**src/rtl/phy_rx_data_fsm.sv**
```systemverilog
// phy_rx_data_fsm
// Receive-side data buffer and hand-off FSM between the PHY receiver and
// the data-link layer. Words from the receiver are queued in a small FIFO.
// The head word is offered to the DL one at a time. After each accepted word
// the FSM waits for the DL to report the next Top-FSM state, or times out.
module phy_rx_data_fsm #(
  parameter int DATA_W      = 8,
  parameter int DEPTH       = 4,
  parameter int STATE_W     = 2,
  parameter int TIMEOUT_CYC = 255
) (
  input  logic                    clk,
  input  logic                    rst,
  input  logic [DATA_W-1:0]       i_data,
  input  logic                    i_data_valid,
  output logic                    o_data_ready,
  output logic [DATA_W-1:0]       o_data,
  output logic                    o_valid,
  input  logic                    i_ready,
  input  logic                    i_ns_valid,
  input  logic [STATE_W-1:0]      i_next_state,
  output logic [STATE_W-1:0]      o_next_state,
  output logic                    o_ns_valid,
  output logic                    o_timeout,
  output logic                    o_overflow,
  input  logic                    i_clr,
  output logic [$clog2(DEPTH):0]  o_count
);

  // Pointer, occupancy and timeout-counter widths.
  localparam int AW = $clog2(DEPTH);
  localparam int CW = AW + 1;
  localparam int TW = $clog2(TIMEOUT_CYC + 1);

  // Hand-off FSM encoding.
  localparam logic [1:0] ST_IDLE      = 2'd0;
  localparam logic [1:0] ST_GIVE_DATA = 2'd1;
  localparam logic [1:0] ST_WAIT_NS   = 2'd2;

  localparam logic [CW-1:0] CNT_ZERO = {CW{1'b0}};
  localparam logic [CW-1:0] CNT_ONE  = {{(CW-1){1'b0}}, 1'b1};
  localparam logic [CW-1:0] CNT_FULL = CW'(DEPTH);
  localparam logic [AW-1:0] PTR_ZERO = {AW{1'b0}};
  localparam logic [AW-1:0] PTR_ONE  = {{(AW-1){1'b0}}, 1'b1};
  localparam logic [TW-1:0] TMR_ZERO = {TW{1'b0}};
  localparam logic [TW-1:0] TMR_ONE  = {{(TW-1){1'b0}}, 1'b1};
  // Last counter value seen in WAIT_NS before the timeout fires.
  localparam logic [TW-1:0] TMR_LAST = TW'(TIMEOUT_CYC - 1);

  // Storage and state.
  logic [DATA_W-1:0]  mem_r [DEPTH];
  logic [AW-1:0]      wr_ptr_r;
  logic [AW-1:0]      rd_ptr_r;
  logic [CW-1:0]      count_r;
  logic [CW-1:0]      count_nxt_s;
  logic               data_ready_r;
  logic [1:0]         state_r;
  logic [1:0]         state_nxt_s;
  logic [TW-1:0]      timer_r;
  logic               valid_r;
  logic               ns_valid_r;
  logic               timeout_r;
  logic               overflow_r;
  logic [STATE_W-1:0] next_state_r;

  // Handshake qualifiers.
  logic push_s;
  logic pop_s;
  logic drop_s;
  logic ns_take_s;
  logic tmo_hit_s;

  // Port drive: everything except o_data comes straight from a flop. o_data
  // is the addressed head entry, which only moves on a clock edge.
  assign o_data_ready = data_ready_r;
  assign o_data       = mem_r[rd_ptr_r];
  assign o_valid      = valid_r;
  assign o_next_state = next_state_r;
  assign o_ns_valid   = ns_valid_r;
  assign o_timeout    = timeout_r;
  assign o_overflow   = overflow_r;
  assign o_count      = count_r;

  // Push/pop/drop qualification. Ready comes from a register, so a pop in
  // this cycle never opens the FIFO to a push in the same cycle.
  always_comb begin
    push_s = 1'b0;
    pop_s  = 1'b0;
    drop_s = 1'b0;
    if (i_data_valid) begin
      push_s = data_ready_r;
      drop_s = ~data_ready_r;
    end else begin
      push_s = 1'b0;
      drop_s = 1'b0;
    end
    if (valid_r) begin
      pop_s = i_ready;
    end else begin
      pop_s = 1'b0;
    end
  end

  // Occupancy after the coming edge; simultaneous push and pop cancel.
  always_comb begin
    count_nxt_s = count_r;
    case ({push_s, pop_s})
      2'b10:   count_nxt_s = count_r + CNT_ONE;
      2'b01:   count_nxt_s = count_r - CNT_ONE;
      default: count_nxt_s = count_r;
    endcase
  end

  // Next-state logic. In WAIT_NS a DL report beats a coincident timeout.
  always_comb begin
    state_nxt_s = state_r;
    ns_take_s   = 1'b0;
    tmo_hit_s   = 1'b0;
    case (state_r)
      ST_IDLE: begin
        if (count_r != CNT_ZERO) begin
          state_nxt_s = ST_GIVE_DATA;
        end else begin
          state_nxt_s = ST_IDLE;
        end
      end
      ST_GIVE_DATA: begin
        if (pop_s) begin
          state_nxt_s = ST_WAIT_NS;
        end else begin
          state_nxt_s = ST_GIVE_DATA;
        end
      end
      ST_WAIT_NS: begin
        if (i_ns_valid) begin
          ns_take_s = 1'b1;
          if (count_nxt_s != CNT_ZERO) begin
            state_nxt_s = ST_GIVE_DATA;
          end else begin
            state_nxt_s = ST_IDLE;
          end
        end else if (timer_r == TMR_LAST) begin
          tmo_hit_s   = 1'b1;
          state_nxt_s = ST_IDLE;
        end else begin
          state_nxt_s = ST_WAIT_NS;
        end
      end
      default: begin
        state_nxt_s = ST_IDLE;
      end
    endcase
  end

  // FIFO storage write. Contents are don't-care until pointed at by a valid
  // read, so the array carries no reset.
  always_ff @(posedge clk) begin
    if (push_s) begin
      mem_r[wr_ptr_r] <= i_data;
    end
  end

  // Pointers, occupancy and registered ready; pointers wrap modulo DEPTH.
  always_ff @(posedge clk or negedge rst) begin
    if (!rst) begin
      wr_ptr_r     <= PTR_ZERO;
      rd_ptr_r     <= PTR_ZERO;
      count_r      <= CNT_ZERO;
      data_ready_r <= 1'b1;
    end else begin
      if (push_s) begin
        wr_ptr_r <= wr_ptr_r + PTR_ONE;
      end
      if (pop_s) begin
        rd_ptr_r <= rd_ptr_r + PTR_ONE;
      end
      count_r      <= count_nxt_s;
      data_ready_r <= (count_nxt_s != CNT_FULL);
    end
  end

  // FSM state, WAIT_NS cycle counter and registered o_valid.
  always_ff @(posedge clk or negedge rst) begin
    if (!rst) begin
      state_r <= ST_IDLE;
      timer_r <= TMR_ZERO;
      valid_r <= 1'b0;
    end else begin
      state_r <= state_nxt_s;
      valid_r <= (state_nxt_s == ST_GIVE_DATA);
      if ((state_r == ST_WAIT_NS) && (state_nxt_s == ST_WAIT_NS)) begin
        timer_r <= timer_r + TMR_ONE;
      end else begin
        timer_r <= TMR_ZERO;
      end
    end
  end

  // Next-state capture, one-cycle pulses and the sticky overflow flag.
  // A drop in the same cycle as a clear keeps the flag set so no loss is hidden.
  always_ff @(posedge clk or negedge rst) begin
    if (!rst) begin
      next_state_r <= {STATE_W{1'b0}};
      ns_valid_r   <= 1'b0;
      timeout_r    <= 1'b0;
      overflow_r   <= 1'b0;
    end else begin
      ns_valid_r <= ns_take_s;
      timeout_r  <= tmo_hit_s;
      if (ns_take_s) begin
        next_state_r <= i_next_state;
      end
      if (drop_s) begin
        overflow_r <= 1'b1;
      end else if (i_clr) begin
        overflow_r <= 1'b0;
      end
    end
  end

endmodule

```
**config.mk**
```make
export PLATFORM = sky130hd
export DESIGN_NAME = phy_rx_data_fsm
export DESIGN_NICKNAME = d
export VERILOG_FILES = /design/src/rtl/phy_rx_data_fsm.sv
export SDC_FILE = /design/constraint.sdc
export NUM_CORES = 1
export LEC_CHECK = 0
export CORE_UTILIZATION = 47
export DETAILED_ROUTE_END_ITERATION = 12
export PLACE_DENSITY = 0.67
export SYNTH_ARGS = -nofsm -noshare
export SYNTH_HDL_FRONTEND = slang
export SYNTH_SLANG_ARGS = --single-unit
```
**constraint.sdc**
```tcl
create_clock -name clk -period 4.11 [get_ports clk]
set_input_delay 0.822 -clock clk [delete_from_list [all_inputs] [get_ports clk]]
set_output_delay 0.822 -clock clk [all_outputs]
set_load 0.02 [all_outputs]
```
* Yosys cells after proc, flatten, opt, wreduce, memory -nomap -nowiden
Memory sizes are Yosys's and may differ from the RTL's.
Index checks and enable logic that the tools add are counted.
W data, S select, Z words.
** Storage, ports and cells
- Register bits :: 24
- Bits in writable memories :: 32
- Input bits :: 16
- Output and inout port bits :: 18
- Logic and storage cells :: 51
- Memories :: 1
** Cells by class
- $add $sub $neg :: 5
- Equal/unequal tests :: 8
- Multiplexer cells :: 20
- Bitwise gates (word level) :: 1
- Reduce and logical (&&, ||, !) cells :: 5
** Memory list
- mem_r :: words 4, bits a word 8, rd ports 1, clocked after memory_dff 0, write ports 1, line 51 : logic [DATA_W-1:0] mem_r [DEPTH];
** Operators with widths (count)
- $mux W1 :: 14
- $add A8 B1 Y8 const B :: 1
- $eq A8 B8 Y1 const B :: 1
- $mux W8 :: 1
- $eq A2 B1 Y1 const B :: 3
- $eq A2 B2 Y1 const B :: 3
- $mux W2 :: 3
- $pmux W2 S3 :: 1
- $pmux W3 S2 :: 1
- $reduce_bool A3 Y1 :: 2
- $add A2 B1 Y2 const B :: 2
- $add A3 B1 Y3 const B :: 1
- $ne A3 B3 Y1 const B :: 1
- $sub A3 B1 Y3 const B :: 1
- $logic_not A2 Y1 :: 1
- $reduce_bool A2 Y1 :: 1
- $logic_and A1 B1 Y1 :: 1
- $not A1 Y1 :: 1

* Depth between registers and ports, before layout
Gate-level depths: netlist of the first run.
- Depth in word-level cells :: 10
- Gate-level depth with buffers :: 9
- Gate-level depth less buffers :: 8

* Least setup slack after synthesis of the first run
Ideal clock, no wire load.
- Kind :: in2reg
- Start point :: input port i_ready
- End point :: register count_r[2], in the netlist o_count[2]
- Setup time :: 127 ps
- Data arrival time :: 2329 ps
- Required time :: 3983 ps
- Path slack :: 1653 ps
- Cell stages on the path :: 8
- Buffers on the path :: 1
- Cells stage by stage :: and2_1 > clkbuf_1 > ha_1 > inv_1 > fa_1 > xor2_1 > o21a_1 > or2_2
** Between the ends
- Cells in the longest elaborated chain, start to end :: 3
- Elaborated cells on any way between the ends :: 4
- Classes of those cells :: eq/ne: 2; mux: 2
** Ends and longest elaborated chain
- start: declaration :: line 19 : input logic i_ready,
- $mux W1 * :: line 97 : if (valid_r) begin
- named net pop_s :: line 68 : logic pop_s;
- $eq A2 B1 Y1 / $eq A2 B2 Y1 (equally long branches) :: line 107 : case ({push_s, pop_s})
- $pmux W3 S2 * :: line 107
- named net count_nxt_s[2] :: line 55 : logic [CW-1:0] count_nxt_s;
- end signal: assignment :: line 177 : count_r <= count_nxt_s;
- end: declaration :: line 54 : logic [CW-1:0] count_r;
The timed path passes the listed nets; every way through them passes the cells marked *.
A chain may end at the register's enable or synchronous reset.

* Final worst setup path of the first run
- Start point :: register rd_ptr_r[0]
- End point :: output port o_data[3]
** Between the ends
- Cells in the longest elaborated chain, start to end :: 1
** Ends and longest elaborated chain
- start: declaration :: line 53 : logic [AW-1:0] rd_ptr_r;
- start signal: assignment :: line 175 : rd_ptr_r <= rd_ptr_r + PTR_ONE;
- $mem_v2 Z4 W8
- end: declaration :: line 17 : output logic [DATA_W-1:0] o_data,
Every way passes these cells.

==> results of run 1 <==
==> cells in the mapped netlist <==
| library cell | n | share of area [%] |
|---|---|---|
| nand2_2 | 1 | 0.27 |
| nand2_1 | 7 | 1.1 |
| dfrtp_1 | 23 | 25 |
| nor2b_1 | 2 | 0.55 |
| nor3b_1 | 1 | 0.33 |
| buf_2 | 1 | 0.22 |
| a21oi_1 | 5 | 1.1 |
| xnor2_1 | 5 | 1.9 |
| edfxtp_1 | 32 | 42 |
| and4_4 | 1 | 0.49 |
| mux2_2 | 3 | 1.5 |
| o21a_1 | 1 | 0.33 |
| o21bai_1 | 1 | 0.33 |
| xor2_1 | 4 | 1.5 |
| o22ai_1 | 1 | 0.27 |
| inv_1 | 9 | 1.5 |
| fa_1 | 1 | 0.87 |
| nor2_1 | 8 | 1.3 |
| nand3_1 | 3 | 0.66 |
| o21ai_0 | 3 | 0.66 |
| a211o_1 | 1 | 0.38 |
| dfstp_2 | 1 | 1.1 |
| a21o_1 | 1 | 0.33 |
| nor4_1 | 1 | 0.27 |
| and3_1 | 4 | 1.1 |
| or3_1 | 1 | 0.27 |
| nand4_1 | 1 | 0.27 |
| mux4_2 | 8 | 7.9 |
| and2_1 | 1 | 0.27 |
| or2_2 | 1 | 0.27 |
| nand3b_1 | 2 | 0.66 |
| nand2b_1 | 2 | 0.55 |
| ha_1 | 7 | 3.8 |
| clkbuf_1 | 2 | 0.33 |
| nor3_1 | 2 | 0.44 |
==> cells by family after synthesis <==
logic type,Yosys count,synth area share [%]
compound gates,13,3.39
xor+xnor,9,3.44
fa+ha+maj,8,4.70
buf+inv,12,2.02
flops,56,68.3
mux,11,9.34
simple gates,38,8.85
==> final timing paths <==
| kind | depth (start not counted) | from | slack, ns | to |
|---|---|---|---|---|
| setup reg to reg | 8 | o_data_ready | 1.95 | state_r[0] |
| min in group asynchronous | 1 | rst | 1.08 | timer_r[6] |
| hold reg to reg | 1 | o_next_state[1] | 0.52 | o_next_state[1] |
| max in group asynchronous | 1 | rst | 2.40 | state_r[1] |
| setup / recovery | 2 | rd_ptr_r[0] | 1.10 | o_data[3] |
| hold / removal | 1 | o_next_state[1] | 0.52 | o_next_state[1] |
==> flip-flops by register name, indices dropped and copies added (netlist names), 2 cells and up <==
name	count
state_r	2
timer_r	8
o_count	3
o_next_state	2
mem_r	32
wr_ptr_r	2
rd_ptr_r	2
==> stage by stage <==
stage / setup WS, ns / instances / area (sq um) / hold slack (ns)
4_1_cts: 1.04 / 239 / 2760 / 0.532
5_1_grt: 0.972 / 239 / 2760 / 0.543
3_3_place_gp: 1.17 / 231 / 2680 / 0.491
3_5_place_dp: 1.06 / 231 / 2680 / 0.511
6_report: 1.10 / 239 / 2760 / 0.524
2_1_floorplan: 1.65 / 147 / 2290 / 0.492
==> layout make-up <==
cell class	count	area [sq um]	share of cell area (%)
tap	54	67.6	2.45
inverter	9	33.8	1.22
sequential	56	1560	56.6
clock inverter	2	12.5	0.453
timing repair buffer	33	330	12.0
clock buffer	6	72.6	2.63
multi-input combinational	79	681	24.7
==> placed cells by master, fill, tap and decap left out, types with 2 or more instances in the layout <==
cell,instances
nand3_1,3
mux4_2,8
clkbuf_8,5
nor2b_1,2
nand3b_1,2
and3_1,4
xor2_1,4
xnor2_1,5
o21ai_0,3
dfrtp_1,23
mux2_2,3
a21oi_1,5
inv_1,9
nand2_1,7
nand2b_1,2
nor3_1,2
nor2_1,8
edfxtp_1,32
clkdlybuf4s50_1,33
ha_1,7
==> power groups by stage <==
stage | Sequential [mW] | Clock [mW] | Combinational, mW
finish | 0.850 | 0.289 | 0.656
global placement | 0.856 | 0 | 0.641
CTS | 0.854 | 0.299 | 0.664
floorplan | 0.845 | 0 | 0.402
global route | 0.873 | 0.318 | 0.709
detailed placement | 0.865 | 0 | 0.661
==> worst max-delay path, stage by stage (launching register included) <==
cell and delay, ns:
dfrtp_1 0.72, mux4_2 0.60, clkdlybuf4s50_1 0.56
==> metal layers <==
metal | global-route usage (%) | vias up
li1 | - | 606
met1 | 21.9 | 660
met2 | 28.1 | 28
met3 | 4.36 | 8
met4 | 6.54 | 0
met5 | 0 | -
==> summary.md, run 1 <==
| Metric | Value |
|---|---|
| Synth Warn # | 0 |
| Synth unique cells | 35 |
| Postcts setup bufs | 0 |
| Net Sw Frac | 33.0% |
| Drt pass-1 iters | 4 |
| Global-route wire length before repair | 6480 microns |
| # clock sinks | 56 |
| Initial antenna violation count | 0 |
| Port-buffer cells | 33 |
| Leakage | 1.06 nW |
| Sequential share of power | 47.4% |
| Path category of the worst min-delay check | flop to flop |
| Synthesized area | 0.00229 sq mm |
| Hold buffer count at CTS | 0 |
| Starting Density | 48.8% |
| Register bit total from synthesis | 56 |
| Fillers | 370 |
| Wire per inst | 16.1 microns |
| Antenna fix cells | 0 |
| Core footprint | 0.00469 sq mm |
| Gpl congestion | 0.790 |
| Longest Clk Path Bufs | 2 |
| Status | completed |
| Fin. Hold Viols | 0 |
| Setup TNS Final | 0 ns |
| CTS tree | done |
| Worst vdd ir | 0.000313 V |
| Share of cells above drive strength 1 | 11.9% |
| Critical Path Start Type | flop |
| Area Growth Syn to Fin | 20.5% |
| RSZ-0062 raised after global routing | false |
| Vias in the first global route | 1,364 |
| WL final | 3860 microns |
| Pint | 1.20 mW |
| CTS H-tree depth | 2 |
| Cells after Synth | 147 |
| Post-Route Skew | 0.00817 ns |
| Synthesized area per cell | 15.6 sq um |
| Critical path class | flop to output port |
| Starting DRC count in detailed routing | 83 |
| Sequential share of the synthesized area | 68.3% |
| Highest metal used | met4 |
| Die area | 0.00515 sq mm |
| Power share of the clock group | 16.1% |
| Final slew viol count | 0 |
| Pwr per Cell Area | 650 mW/mm^2 |
| Syn Nets | 171 |
| Post-DRT Antenna Nets | 0 |
| Critical Path End Type | output port |
| Max_cap viols | 0 |
| Final setup vio count | 0 |
| CTS resizes | 0 |
| Crit Path Max Fanout | 10 |
| Cell Rows | 25 |
| Worst-Margin Slew | 1.04 ns |
| Vias per cell | 5.45 |
| Vias post-DR | 1,302 |
| Routed wl met2 | 1930 microns |
| Die W | 71.8 microns |
| Final nets | 208 |
| Final worst path period share | 73.3% |
| Power Total | 1.79 mW |
| Fmax achieved | 332 MHz |
| Req. time, crit path | 3.29 ns |
| Total grt overflow | 0 |
| CTS clk-pin slew, worst paths | 0.09 ns |
| Minimum clock period | 3.01 ns |
| Core Util, Final | 58.8% |
| Chip Height | 71.8 microns |
| Num ports | 34 |
| # DRC | 0 |
| CTS Buf Count | 5 |
| Switch Pwr | 0.592 mW |
| Clock root buffer | clkbuf_8 |
| Met3 WL | 119 microns |
| Detailed Place HPWL | 2720 microns |
| Metal-1 WL | 1730 microns |
| GRT Total Usage | 17.0% |
| Worst slew margin | 30.3% |
| Largest net degree at the start of global routing | 25 |
| Comb pwr share | 36.6% |
| Clk_lat worst skew | 0.30 ns |
| Critical Path AT | 2.19 ns |
Power figures use the tool's default switching activity.
==> inputs of run 2 (changes only) <==
clock period = 3.1 ns   (was 4.11 ns; I/O delays follow)
==> run 2 against run 1 <==
Register-to-register slack got worse by 0.99 ns. Setup slack got worse by 0.80 ns. Global-route usage rose by 0.41 points. Clock-buffer cell count unchanged. Design area grew 0.23%. First-iteration DRC count up 36%. Clock skew decreased by 0.0016 ns. Total power rose by 33%. Critical path depth unchanged. Flip-flop and latch count did not move. Highest routed layer unchanged.
==> summary.md, run 2 (synthesized netlist as in run 1, its figures left out) <==
| Metric | Value |
|---|---|
| Status | completed |
| Starting DRC count in detailed routing | 113 (+36%) |
| Final worst path period share | 90.3% |
| Setup TNS Final | 0 ns (unchanged) |
| Metal-1 WL | 1760 microns (+1.6%) |
| Global-route wire length before repair | 6600 microns (+1.9%) |
| Core Util, Final | 59.0% (+0.13 points) |
| CTS resizes | 0 (unchanged) |
| Net Sw Frac | 33.1% (+0.11 points) |
| Core footprint | 0.00469 sq mm (unchanged) |
| Pint | 1.59 mW (+33%) |
| Path category of the worst min-delay check | flop to flop |
| Port-buffer cells | 33 (unchanged) |
| Comb pwr share | 36.5% (about the same) |
| Antenna fix cells | 0 (unchanged) |
| Minimum clock period | 2.80 ns |
| Routed wl met2 | 2050 microns (+5.8%) |
| Power share of the clock group | 16.2% (about the same) |
| Worst R2R Start | o_data_ready |
| Drt pass-1 iters | 4 (unchanged) |
| Fillers | 366 (-1.1%) |
| Final hold slack | 0.515 ns (-0.00880 ns) |
| Fin. Hold Viols | 0 (unchanged) |
| Worst setup path start | rd_ptr_r[0] |
| Largest net degree at the start of global routing | 25 (unchanged) |
| WP depth | 2 (unchanged) |
| Worst vdd ir | 0.000505 V (+61%) |
| CTS H-tree depth | 2 (unchanged) |
| CTS Buf Count | 5 (unchanged) |
| Vias per cell | 5.48 (+0.50%) |
| PnR worst setup slack | 0.300 ns (-0.799 ns) |
| R2R depth | 8 (unchanged) |
| Die area | 0.00515 sq mm (unchanged) |
| Critical Path End Type | output port |
| Starting Density | 48.8% (unchanged) |
| Chip Height | 71.8 microns (unchanged) |
| CTS tree | done |
| Max reg flops | 32 (unchanged) |
| Req. time, crit path | 2.48 ns (-0.81 ns) |
| RSZ-0062 raised after global routing | false |
| Pre-CTS setup slack | 0.285 ns (-0.775 ns) |
| Crit path buf inv count | 1 (unchanged) |
| Post-DRT Antenna Nets | 0 (unchanged) |
| Critical Path Start Type | flop |
| Cell Rows | 25 (unchanged) |
| Critical path class | flop to output port |
| Fmax achieved | 357 MHz |
| Final setup vio count | 0 (unchanged) |
| Post-Route Skew | 0.00653 ns (-0.00164 ns) |
| Postcts setup bufs | 0 (unchanged) |
| Commonest non-fill, non-tap cells in the layout | clkdlybuf4s50_1, edfxtp_1, dfrtp_1 |
| # clock sinks | 56 (unchanged) |
| Area Growth Syn to Fin | 20.8% |
| Switch Pwr | 0.789 mW (+33%) |
| Commonest non-fill, non-tap cell in the layout | clkdlybuf4s50_1 |
| Sequential share of power | 47.3% (about the same) |
| Highest metal used | met4 |
| Final slew viol count | 0 (unchanged) |
| Crit Path Max Fanout | 10 (unchanged) |
| Leakage | 1.06 nW (+0.23%) |
| Wire per inst | 16.7 microns (+3.2%) |
| Crit-path cells | mux4_2, clkdlybuf4s50_1 |
| CTS clk-pin slew, worst paths | 0.09 ns (about the same) |
| Met3 WL | 169 microns (+42%) |
| Clock root buffer | clkbuf_8 |
| Clk_lat worst skew | 0.31 ns (about the same) |
| Initial antenna violation count | 0 (unchanged) |
| Pwr per Cell Area | 861 mW/mm^2 (+32%) |
| Vias post-DR | 1,314 (+0.92%) |
| Num ports | 34 (unchanged) |
| Share of cells above drive strength 1 | 11.8% (-0.064 points) |
| Cell family with most CP delay | flip-flops |
| Die W | 71.8 microns (unchanged) |
| Detailed Place HPWL | 2780 microns (+2.1%) |
| WL final | 4000 microns (+3.7%) |
| Longest Clk Path Bufs | 2 (unchanged) |
| Total grt overflow | 0 (unchanged) |
| CP max-delay cell | dfrtp_1 |
| Critical Path AT | 2.18 ns (about the same) |
| # DRC | 0 (unchanged) |
| Biggest register | mem_r |
| Gpl congestion | 0.807 (+2.1%) |
| CP max stage delay | 0.72 ns (about the same) |
| GRT Total Usage | 17.4% (+0.41 points) |
| Vias in the first global route | 1,344 (-1.5%) |
| WHS Path Cells | 1 (unchanged) |
| Worst slew margin | 61.1% (+31 points) |
| Hold_sp | o_next_state[1] |
| Max_cap viols | 0 (unchanged) |
| Worst-Margin Slew | 0.584 ns (-0.458 ns) |
| Hold buffer count at CTS | 0 (unchanged) |
| Final nets | 209 (+0.48%) |
-- run 2: cell types whose count changed in the layout (fill, tap and decap cells not counted) --
cell      delta
clkinv_2     -1
buf_4        +1
clkinv_1     +1
-- run 2: worst paths after layout --
path,endpoint,slack (ns)
worst max register to register,state_r[0],0.96
worst max-delay path,o_data[3],0.30
min in group asynchronous,timer_r[7],0.66
max in group asynchronous,o_data_ready,2.14
worst min register to register,o_next_state[1],0.51
worst min-delay path,o_next_state[1],0.51
-- run 2: layer usage --
metal,GRT usage (%),up-vias
met5,0,-
li1,-,604
met4,5.23,0
met2,28.5,42
met1,23.1,666
met3,4.64,2
-- run 2: metrics by stage --
stage / cell area [sq um] / std cells / total power [mW]
3_5_place_dp: 2680 / 232 / 2.03
5_1_grt: 2770 / 240 / 2.52
4_1_cts: 2770 / 240 / 2.41
6_report: 2770 / 240 / 2.38
3_3_place_gp: 2680 / 232 / 1.99
2_1_floorplan: 2290 / 147 / 1.65
-- run 2: power groups by stage --
stage | logic [mW] | clock network (mW) | registers, mW
final | 0.869 | 0.386 | 1.13
after global routing | 0.941 | 0.420 | 1.16
after CTS | 0.879 | 0.395 | 1.13
after detailed placement | 0.876 | 0 | 1.15
after global placement | 0.851 | 0 | 1.14
after floorplan | 0.533 | 0 | 1.12
-- run 2: final cells by class --
cell class / count / area [sq um] / area share [%]
Clock inverter: 2 / 11.3 / 0.407
Timing Repair Buffer: 34 / 338 / 12.2
Multi-Input combinational cell: 79 / 681 / 24.6
Sequential cell: 56 / 1560 / 56.5
Inverter: 9 / 33.8 / 1.22
Tap cell: 54 / 67.6 / 2.44
Clock buffer: 6 / 72.6 / 2.62
==> inputs of run 3 (changes only) <==
GPL_ROUTABILITY_DRIVEN = 0   (was default)
SETUP_SLACK_MARGIN = 0.4   (was default)
==> run 3 against run 2 <==
Register-to-register slack is essentially flat. Die area is the same. Flip-flop and latch count is the same. Sequential power is essentially flat. Setup slack gained 0.22 ns. Critical endpoint unchanged. Largest power group unchanged.
==> summary.md, run 3 (synthesized netlist as in run 1, its figures left out) <==
| Metric | Value |
|---|---|
| CTS H-tree depth | 2 (unchanged) |
| Req. time, crit path | 2.48 ns (about the same) |
| Worst vdd ir | 0.000505 V (about the same) |
| Critical Path Start Type | flop |
| Final hold slack | 0.515 ns (unchanged) |
| Status | completed |
| CTS Buf Count | 5 (unchanged) |
| Critical path class | flop to output port |
| Total grt overflow | 0 (unchanged) |
| Pwr per Cell Area | 862 mW/mm^2 (+0.11%) |
| Final slew viol count | 0 (unchanged) |
| Area Growth Syn to Fin | 21.0% |
| Largest net degree at the start of global routing | 25 (unchanged) |
| R2R depth | 8 (unchanged) |
| Max reg flops | 32 (unchanged) |
| Fmax achieved | 388 MHz (+8.5%) |
| Worst setup path start | rd_ptr_r[0] |
| PnR worst setup slack | 0.520 ns (+0.220 ns) |
| WHS Path Cells | 1 (unchanged) |
| Starting Density | 48.8% (unchanged) |
| Die area | 0.00515 sq mm (unchanged) |
| Biggest register | mem_r |
| Clock root buffer | clkbuf_8 |
| Commonest non-fill, non-tap cells in the layout | clkdlybuf4s50_1, edfxtp_1, dfrtp_1 |
| Commonest non-fill, non-tap cell in the layout | clkdlybuf4s50_1 |
| Setup TNS Final | 0 ns (unchanged) |
| Leakage | 1.06 nW (about the same) |
| Share of cells above drive strength 1 | 12.4% (+0.54 points) |
| Global-route wire length before repair | 6600 microns (unchanged) |
| Critical Path AT | 1.96 ns (-0.22 ns) |
| Drt pass-1 iters | 4 (unchanged) |
| # clock sinks | 56 (unchanged) |
| Path category of the worst min-delay check | flop to flop |
| Die W | 71.8 microns (unchanged) |
| Clk_lat worst skew | 0.31 ns (about the same) |
| WHS Endpoint | o_next_state[1] |
| Port-buffer cells | 33 (unchanged) |
| Post-DP Area | 0.00268 sq mm (unchanged) |
| Final worst path period share | 83.2% (-7.1 points) |
| Pre-CTS setup slack | 0.285 ns (unchanged) |
| GRT Total Usage | 17.4% (unchanged) |
| Num ports | 34 (unchanged) |
| R2R Path End | state_r[0] |
| Critical Path End Type | output port |
| WL final | 4000 microns (about the same) |
| FF-to-FF setup slack | 0.96 ns (about the same) |
| Core Util, Final | 59.0% (+0.080 points) |
| Hold buffer count at CTS | 0 (unchanged) |
| Starting DRC count in detailed routing | 113 (unchanged) |
| Crit Path Max Fanout | 10 (unchanged) |
| Chip Height | 71.8 microns (unchanged) |
| CTS clk-pin slew, worst paths | 0.09 ns (about the same) |
| Vias in the first global route | 1,344 (unchanged) |
| Hold_sp | o_next_state[1] |
| Worst-Margin Slew | 0.455 ns (-0.129 ns) |
| Fin. Hold Viols | 0 (unchanged) |
| Worst slew margin | 69.7% (+8.6 points) |
| Initial antenna violation count | 0 (unchanged) |
| Longest Clk Path Bufs | 2 (unchanged) |
| Max_cap viols | 0 (unchanged) |
| Post-Route Skew | 0.00654 ns (+0.0000101 ns) |
| Vias post-DR | 1,314 (unchanged) |
| Minimum clock period | 2.58 ns (-0.220 ns) |
| Core footprint | 0.00469 sq mm (unchanged) |
| Postcts setup bufs | 0 (unchanged) |
| RSZ-0062 raised after global routing | false |
| Post-DRT Antenna Nets | 0 (unchanged) |
| Fillers | 364 (-0.55%) |
| Detailed Place HPWL | 2780 microns (unchanged) |
| CTS tree | done |
| Antenna fix cells | 0 (unchanged) |
| # DRC | 0 (unchanged) |
| Wire per inst | 16.7 microns (about the same) |
| Final nets | 209 (unchanged) |
| Cell Rows | 25 (unchanged) |
| Worst R2R Start | o_data_ready |
| Final setup vio count | 0 (unchanged) |
| Final instance area | 0.00277 sq mm (+0.14%) |
| Vias per cell | 5.48 (unchanged) |
[run 3: how the worst max path moves through the flow]
| stage | endpoint | slack, ns |
|---|---|---|
| finish | o_data[3] | 0.52 |
| global route | state_r[0] | 0.42 |
| CTS | o_data[3] | 0.44 |
| detailed placement | state_r[0] | 0.29 |
| global placement | o_valid | 0.35 |
| floorplan | o_count[2] | 0.85 |
[run 3: worst max-delay path, stage by stage (launching register included)]
cell and delay, ns:
dfrtp_4 0.55, mux4_2 0.55, clkdlybuf4s50_1 0.55
[run 3: report_power, final]
| part | switching, mW | total, mW | internal, mW |
|---|---|---|---|
| sequential | 0.150 | 1.13 | 0.982 |
| clock | 0.229 | 0.386 | 0.157 |
| combinational | 0.410 | 0.869 | 0.459 |
[run 3: cell type report]
class                      instances  area [sq um]  area share [%]
clock inverter                     2          11.3           0.407
multi-input combinational         79           681            24.6
inverter                           9          33.8            1.22
clock buffer                       6          72.6            2.62
tap                               54          67.6            2.44
timing repair buffer              34           338            12.2
sequential                        56          1570            56.5
[run 3: stage by stage]
stage               std cells  power (mW)
CTS                       240        2.41
global placement          232        1.99
detailed placement        232        2.03
finish                    240        2.39
floorplan                 147        1.65
global route              240        2.53
[run 3: layer usage]
layer,GRT usage [%],vias to the layer above,wire (microns)
met5,0,-,0
li1,-,604,-
met4,5.23,0,20
met3,4.64,2,169
met2,28.5,42,2050
met1,23.1,666,1760
[run 3: timing repair]
item,4_1_cts,5_1_grt
setup endpoints to repair,8,2
pin swaps,0,0
endpoints found under the hold margin,0,0
resized for setup,1,1
